[src/rtl/pcpi_lockstep_cmp.sv]
// Lockstep checker: a golden PCPI co-processor drives the core while its results are
// matched against a DUT co-processor via a skew FIFO. Macro PCPI_LOCKSTEP_CAPTURE_EN adds first-error capture.
module pcpi_lockstep_cmp #(
   parameter int unsigned XLEN    = 32,
   parameter int unsigned DEPTH   = 4,
   parameter int unsigned MAX_LAT = 64,
   parameter int unsigned CNT_W   = 16
) (
   input  logic             clk,
   input  logic             resetn,
   input  logic             a_ready,
   input  logic             a_wait,
   input  logic             a_wr,
   input  logic [XLEN-1:0]  a_rd,
   input  logic             b_ready,
   input  logic             b_wait,
   input  logic             b_wr,
   input  logic [XLEN-1:0]  b_rd,
   input  logic             clr,
   output logic             pcpi_ready,
   output logic             pcpi_wait,
   output logic             pcpi_wr,
   output logic [XLEN-1:0]  pcpi_rd,
   output logic             err,
   output logic [CNT_W-1:0] err_count,
   output logic [1:0]       err_code,
   output logic [XLEN-1:0]  err_rd_a,
   output logic [XLEN-1:0]  err_rd_b
);

   localparam int unsigned PW = (DEPTH > 1) ? $clog2(DEPTH) : 1;
   localparam int unsigned AW = $clog2(MAX_LAT + 1);
   localparam int unsigned EW = XLEN + 1;
   localparam logic [PW:0]   FULL_OCC = (PW + 1)'(DEPTH);
   localparam logic [AW-1:0] AGE_LAST = AW'(MAX_LAT - 1);

   assign pcpi_ready = a_ready;
   assign pcpi_wait  = a_wait;
   assign pcpi_wr    = a_wr;
   assign pcpi_rd    = a_rd;

   logic unused_b_wait;
   assign unused_b_wait = b_wait;

   logic [EW-1:0]    mem_q [DEPTH];
   logic [PW-1:0]    wptr_q, wptr_d, rptr_q, rptr_d;
   logic [PW:0]      occ_q, occ_d;
   logic [AW-1:0]    age_q, age_d;
   logic             err_q, err_d;
   logic [CNT_W-1:0] cnt_q, cnt_d;

   logic            empty, full, bypass, pop, timeout, unexp, deq, push_req, overflow, push;
   logic            mis_pop, mis_byp, mis, err_evt, mem_we;
   logic [EW-1:0]   head;
   logic [XLEN-1:0] head_rd;

   assign empty    = (occ_q == '0);
   assign full     = (occ_q == FULL_OCC);
   assign head     = mem_q[rptr_q];
   assign head_rd  = head[XLEN-1:0];
   assign bypass   = a_ready & b_ready & empty;
   assign pop      = b_ready & ~empty;
   // Head that has waited MAX_LAT edges without a DUT result is discarded on this edge.
   assign timeout  = ~empty & ~b_ready & (age_q == AGE_LAST);
   assign unexp    = b_ready & empty & ~a_ready;
   assign deq      = pop | timeout;
   assign push_req = a_ready & ~bypass;
   assign overflow = push_req & full & ~deq;
   assign push     = push_req & ~overflow;
   assign mis_pop  = pop & ({b_wr, b_rd} != head);
   assign mis_byp  = bypass & ({b_wr, b_rd} != {a_wr, a_rd});
   assign mis      = mis_pop | mis_byp;
   assign err_evt  = mis | unexp | timeout | overflow;
   assign mem_we   = push & ~clr;

   always_comb begin
      wptr_d = wptr_q;
      rptr_d = rptr_q;
      occ_d  = occ_q;
      age_d  = age_q;
      err_d  = err_q;
      cnt_d  = cnt_q;
      if (clr) begin
         wptr_d = '0;
         rptr_d = '0;
         occ_d  = '0;
         age_d  = '0;
         err_d  = 1'b0;
         cnt_d  = '0;
      end else begin
         if (push) wptr_d = wptr_q + PW'(1);
         if (deq)  rptr_d = rptr_q + PW'(1);
         occ_d = occ_q + (PW + 1)'(push) - (PW + 1)'(deq);
         age_d = (empty || deq) ? '0 : age_q + AW'(1);
         if (err_evt) begin
            err_d = 1'b1;
            if (cnt_q != '1) cnt_d = cnt_q + CNT_W'(1);
         end
      end
   end

   always_ff @(posedge clk or negedge resetn) begin
      if (!resetn) begin
         wptr_q <= '0;
         rptr_q <= '0;
         occ_q  <= '0;
         age_q  <= '0;
         err_q  <= 1'b0;
         cnt_q  <= '0;
      end else begin
         wptr_q <= wptr_d;
         rptr_q <= rptr_d;
         occ_q  <= occ_d;
         age_q  <= age_d;
         err_q  <= err_d;
         cnt_q  <= cnt_d;
      end
   end

   // Storage needs no reset: entries are only read while occupancy says they are valid.
   always_ff @(posedge clk) begin
      if (mem_we) mem_q[wptr_q] <= {a_wr, a_rd};
   end

   assign err       = err_q;
   assign err_count = cnt_q;

`ifdef PCPI_LOCKSTEP_CAPTURE_EN
   logic [1:0]      code_q, code_d, cause_code;
   logic [XLEN-1:0] rda_q, rda_d, rdb_q, rdb_d, cause_a, cause_b;

   always_comb begin
      cause_code = 2'd0;
      cause_a    = '0;
      cause_b    = '0;
      if (mis) begin
         cause_code = 2'd1;
         cause_a    = bypass ? a_rd : head_rd;
         cause_b    = b_rd;
      end else if (unexp) begin
         cause_code = 2'd2;
         cause_b    = b_rd;
      end else if (timeout) begin
         cause_code = 2'd3;
         cause_a    = head_rd;
      end else if (overflow) begin
         cause_code = 2'd3;
         cause_a    = a_rd;
      end
   end

   always_comb begin
      code_d = code_q;
      rda_d  = rda_q;
      rdb_d  = rdb_q;
      if (clr) begin
         code_d = 2'd0;
         rda_d  = '0;
         rdb_d  = '0;
      end else if (err_evt && !err_q) begin
         code_d = cause_code;
         rda_d  = cause_a;
         rdb_d  = cause_b;
      end
   end

   always_ff @(posedge clk or negedge resetn) begin
      if (!resetn) begin
         code_q <= 2'd0;
         rda_q  <= '0;
         rdb_q  <= '0;
      end else begin
         code_q <= code_d;
         rda_q  <= rda_d;
         rdb_q  <= rdb_d;
      end
   end

   assign err_code = code_q;
   assign err_rd_a = rda_q;
   assign err_rd_b = rdb_q;
`else
   assign err_code = 2'd0;
   assign err_rd_a = '0;
   assign err_rd_b = '0;
`endif

endmodule

[config.mk]
export PLATFORM = sky130hd
export DESIGN_NAME = pcpi_lockstep_cmp
export DESIGN_NICKNAME = d
export VERILOG_FILES = /design/src/rtl/pcpi_lockstep_cmp.sv
export SDC_FILE = /design/constraint.sdc
export NUM_CORES = 1
export LEC_CHECK = 0
export CAP_MARGIN = 30
export CORE_ASPECT_RATIO = 1.25
export CORE_MARGIN = 2
export CORE_UTILIZATION = 50
export CTS_CLUSTER_SIZE = 12
export DETAILED_ROUTE_END_ITERATION = 8
export PLACE_DENSITY = 0.78
export SYNTH_ARGS = -nofsm -noshare
export SYNTH_HDL_FRONTEND = slang
export SYNTH_SLANG_ARGS = --single-unit
[constraint.sdc]
create_clock -name clk -period 3.1 [get_ports clk]
set_clock_uncertainty 0.05 [all_clocks]
set_input_delay 0.62 -clock clk [delete_from_list [all_inputs] [get_ports clk]]
set_output_delay 0.62 -clock clk [all_outputs]
set_load 0.005 [all_outputs]
==> results.md <==
- Vias per inst: 5.168
- Filler Cell Count: 1158
- Pre-antenna DRT Iters: 4
- Yosys reg bits: 163
- WL final: 16930 um
- Final net count: 783
- Crit path to: err_count[14]
- FF-to-FF Start: rptr_q[0]
- Net Switching: 0.001646 W
- I/O pins: 191
- Run status: complete, no violations
- Starting DRT DRC Count: 294
- Top-count cell post-synth: edfxtp_1
- Initial antenna violation count: 0
- Die area: 17320 um^2
- Sequential share of power: 0.425
- WHS: 408.6 ps
- Fin crit period: 2968 ps
- CTS Buf Count: 17
- Yosys top cell area share: 0.4872
- Wire length per cell: 18.22 um
- Synth Warn #: 0
- Max Clk Rate: 0.3369 GHz
- Seq/Total Area, Yosys: 0.5825
- Hold Crit Class: flip-flop to flip-flop
- Synthesized area: 8137 um^2
- Worst path max stage delay: 540 ps
- RR Endpoint: err_count[14]
- Starting density of the core: 0.5063
- Ys flop type: edfxtp_1
- Largest net degree at the start of global routing: 35
- Area Overhead vs Synth: 24.59%
- Share of layout cells above drive strength 1: 0.2034
- Overall Global Routing Usage: 0.2010
- Clk slew on worst S/H paths: 60 ps
- Drt drc: 0
- CP max stage cell: mux4_2
- Die Wd: 118.1 um
- Required time of the worst setup path: 3390 ps
- Worst path arrival time: 3260 ps
- Startpoint Class: flip-flop
- Gr ovfl total: 0
- Final core occ: 0.6308
- Core area: 16070 um^2
- ANT cells: 0
- Combinational fraction of design power: 0.250
- Clock power frac: 0.324
- Final Setup Violations: 0
- Setup TNS: 0 ps
- First-pass GRT wire length: 26280 um
- Final hold violations: 0
- Peak VDD IR: 0.3586 mV
- Max FO, Critical Path: 20
- Root buf cell: clkbuf_16
- Commonest cells in the netlist: 132 x edfxtp_1, 102 x buf_4, 70 x xnor2_1, 32 x nor2_1
- PortBufs: 121
- Antenna-violating nets left: 0
- Clock Latency Late Sink: 420 ps
- Power Total: 0.006120 W
- CTS tree: done
- Internal power: 0.004473 W
- Distinct cell type count after synthesis: 42
- Post-synth top area cell: edfxtp_1
- Worst Setup Path Type: flip-flop to flip-flop
- Final worst-path cycle share: 0.9576
- Async set-reset flop share out of synthesis: 0.1902
- Leak pwr: 3.585 nW
- Internal reg-to-reg setup slack: 130 ps
- H-tree levels: 4
- Post-synthesis instance total: 553
- Placer congestion estimate: 0.8034
- CP endpoint kind: flip-flop
- Vias in the first global route: 4902
- Reg2reg path depth: 11
- Post-synth EDFFs: 132
- Clk sinks: 163
- Final Slew Violations: 0
- Critical Path, Cell by Cell: buf_12 -> mux4_2 -> xnor2_2 -> nand4_1 -> nor3_2 -> buf_4 -> and3_1 -> buf_12 -> buf_4 -> or4_1 -> a21oi_1
- Syn Area/Cell: 14.71 um^2
- Worst setup startpoint: rptr_q[0]
- DR vias: 4801
- Std-Cell Rows: 52
- Number of max-cap violations: 0
- Dpl hpwl: 11720 um
- Pwr dens: 603.7 nW/um^2
- Switch share: 0.2690
- Chip Height: 146.6 um
- Synth area leaders: edfxtp_1 49%, dfrtp_1 9.5%, buf_4 9.4%
- CTS Buffer Depth: 2
==> critical path: cells and delay by family, from the launching register on <==
family | cells | cell delay, ps
and+or+nand+nor | 4 | 850
buffers and inverters | 4 | 630
muxes | 1 | 540
DFF | 1 | 460
xor gates and xnor gates | 1 | 170
AOI/OAI and AO/OA | 1 | 170
==> layer usage <==
metal  track usage  part of all wire  vias to the layer above  wire, um
met2        0.3587              0.54                      216      9212
met5             0                 0                        -         0
met1        0.2318              0.37                     2395      6281
li1              -                 -                     2165         -
met3       0.04805             0.063                       25      1075
met4       0.08133             0.021                        0       360
==> cell type report <==
cell class	count	area [um^2]	share of cell area
Clock buffer	17	425.4	0.04197
Clock inverter	14	128.9	0.01271
Inverter	8	30.03	0.002962
Multi-Input combinational cell	329	2743	0.2706
Sequential cell	163	4741	0.4677
Tap cell	216	270.3	0.02666
Timing Repair Buffer	182	1799	0.1775
==> worst min-delay path by stage <==
stage	start	to	slack (ps)	depth (start not counted)
final	age_q[0]	age_q[0]	410	1
after detailed placement	age_q[0]	age_q[0]	400	1
after global routing	age_q[0]	age_q[0]	430	1
after global placement	age_q[0]	age_q[0]	380	1
after CTS	age_q[0]	age_q[0]	410	1
after floorplan	resetn	age_q[0]	270	0
==> layout by cell type, fill, tap and decap left out, types with 4 or more instances in the layout <==
cell / instances
edfxtp_1: 132
clkdlybuf4s50_1: 121
xnor2_1: 69
conb_1: 66
buf_4: 51
nor2_1: 32
mux4_2: 31
dfrtp_1: 30
nand4_1: 19
clkbuf_16: 18
a21oi_1: 11
nand2_1: 10
buf_12: 9
inv_1: 8
nor2b_1: 8
nand3_1: 8
mux2_4: 8
ha_1: 8
o31ai_1: 6
or4_1: 6
xor2_1: 5
nor4_2: 5
inv_6: 5
and2_1: 4
==> through the flow <==
stage               instance area (um^2)  setup WS, ps  instances
floorplan                           8381         257.6        618
global placement                    9524        -16.96        897
detailed placement                  9524        -144.9        897
CTS                                10080         48.83        928
global route                       10140        -15.44        929
finish                             10140         131.6        929
==> state kept, by name, summed over array words and instances (netlist names) <==
signal     count
mem_q        132
err_count     16
age_q          7
occ_q          3
rptr_q         2
wptr_q         2
err            1
==> power by group through the flow <==
stage,combinational (W),sequential (W),clock [W]
after floorplan,0.00109,0.00261,0
after global placement,0.00146,0.00262,0
after detailed placement,0.00150,0.00264,0
after CTS,0.00152,0.00260,0.00201
after global routing,0.00167,0.00261,0.00209
final,0.00153,0.00260,0.00198
==> cells by family after synthesis <==
| family | count (synthesis) | share of synthesized area |
|---|---|---|
| buffers and inverters | 126 | 0.1146 |
| AO/OA/AOI/OAI | 22 | 0.01692 |
| other | 1 | 0.0004609 |
| XOR/XNOR | 75 | 0.08073 |
| AND/OR/NAND/NOR | 114 | 0.08058 |
| adder cells (fa/ha/maj) | 9 | 0.01476 |
| multiplexers | 43 | 0.1095 |
| flip-flops | 163 | 0.5825 |
==> timing repair <==
action                                  4_1_cts  5_1_grt
hold buffers                                  0        0
pin swaps                                     0        0
resized for setup                             1        5
cloned                                        0        1
setup buffers                                 0        0
endpoints found under the setup margin        9       10
Note: power is estimated with default switching activity, not from simulation.
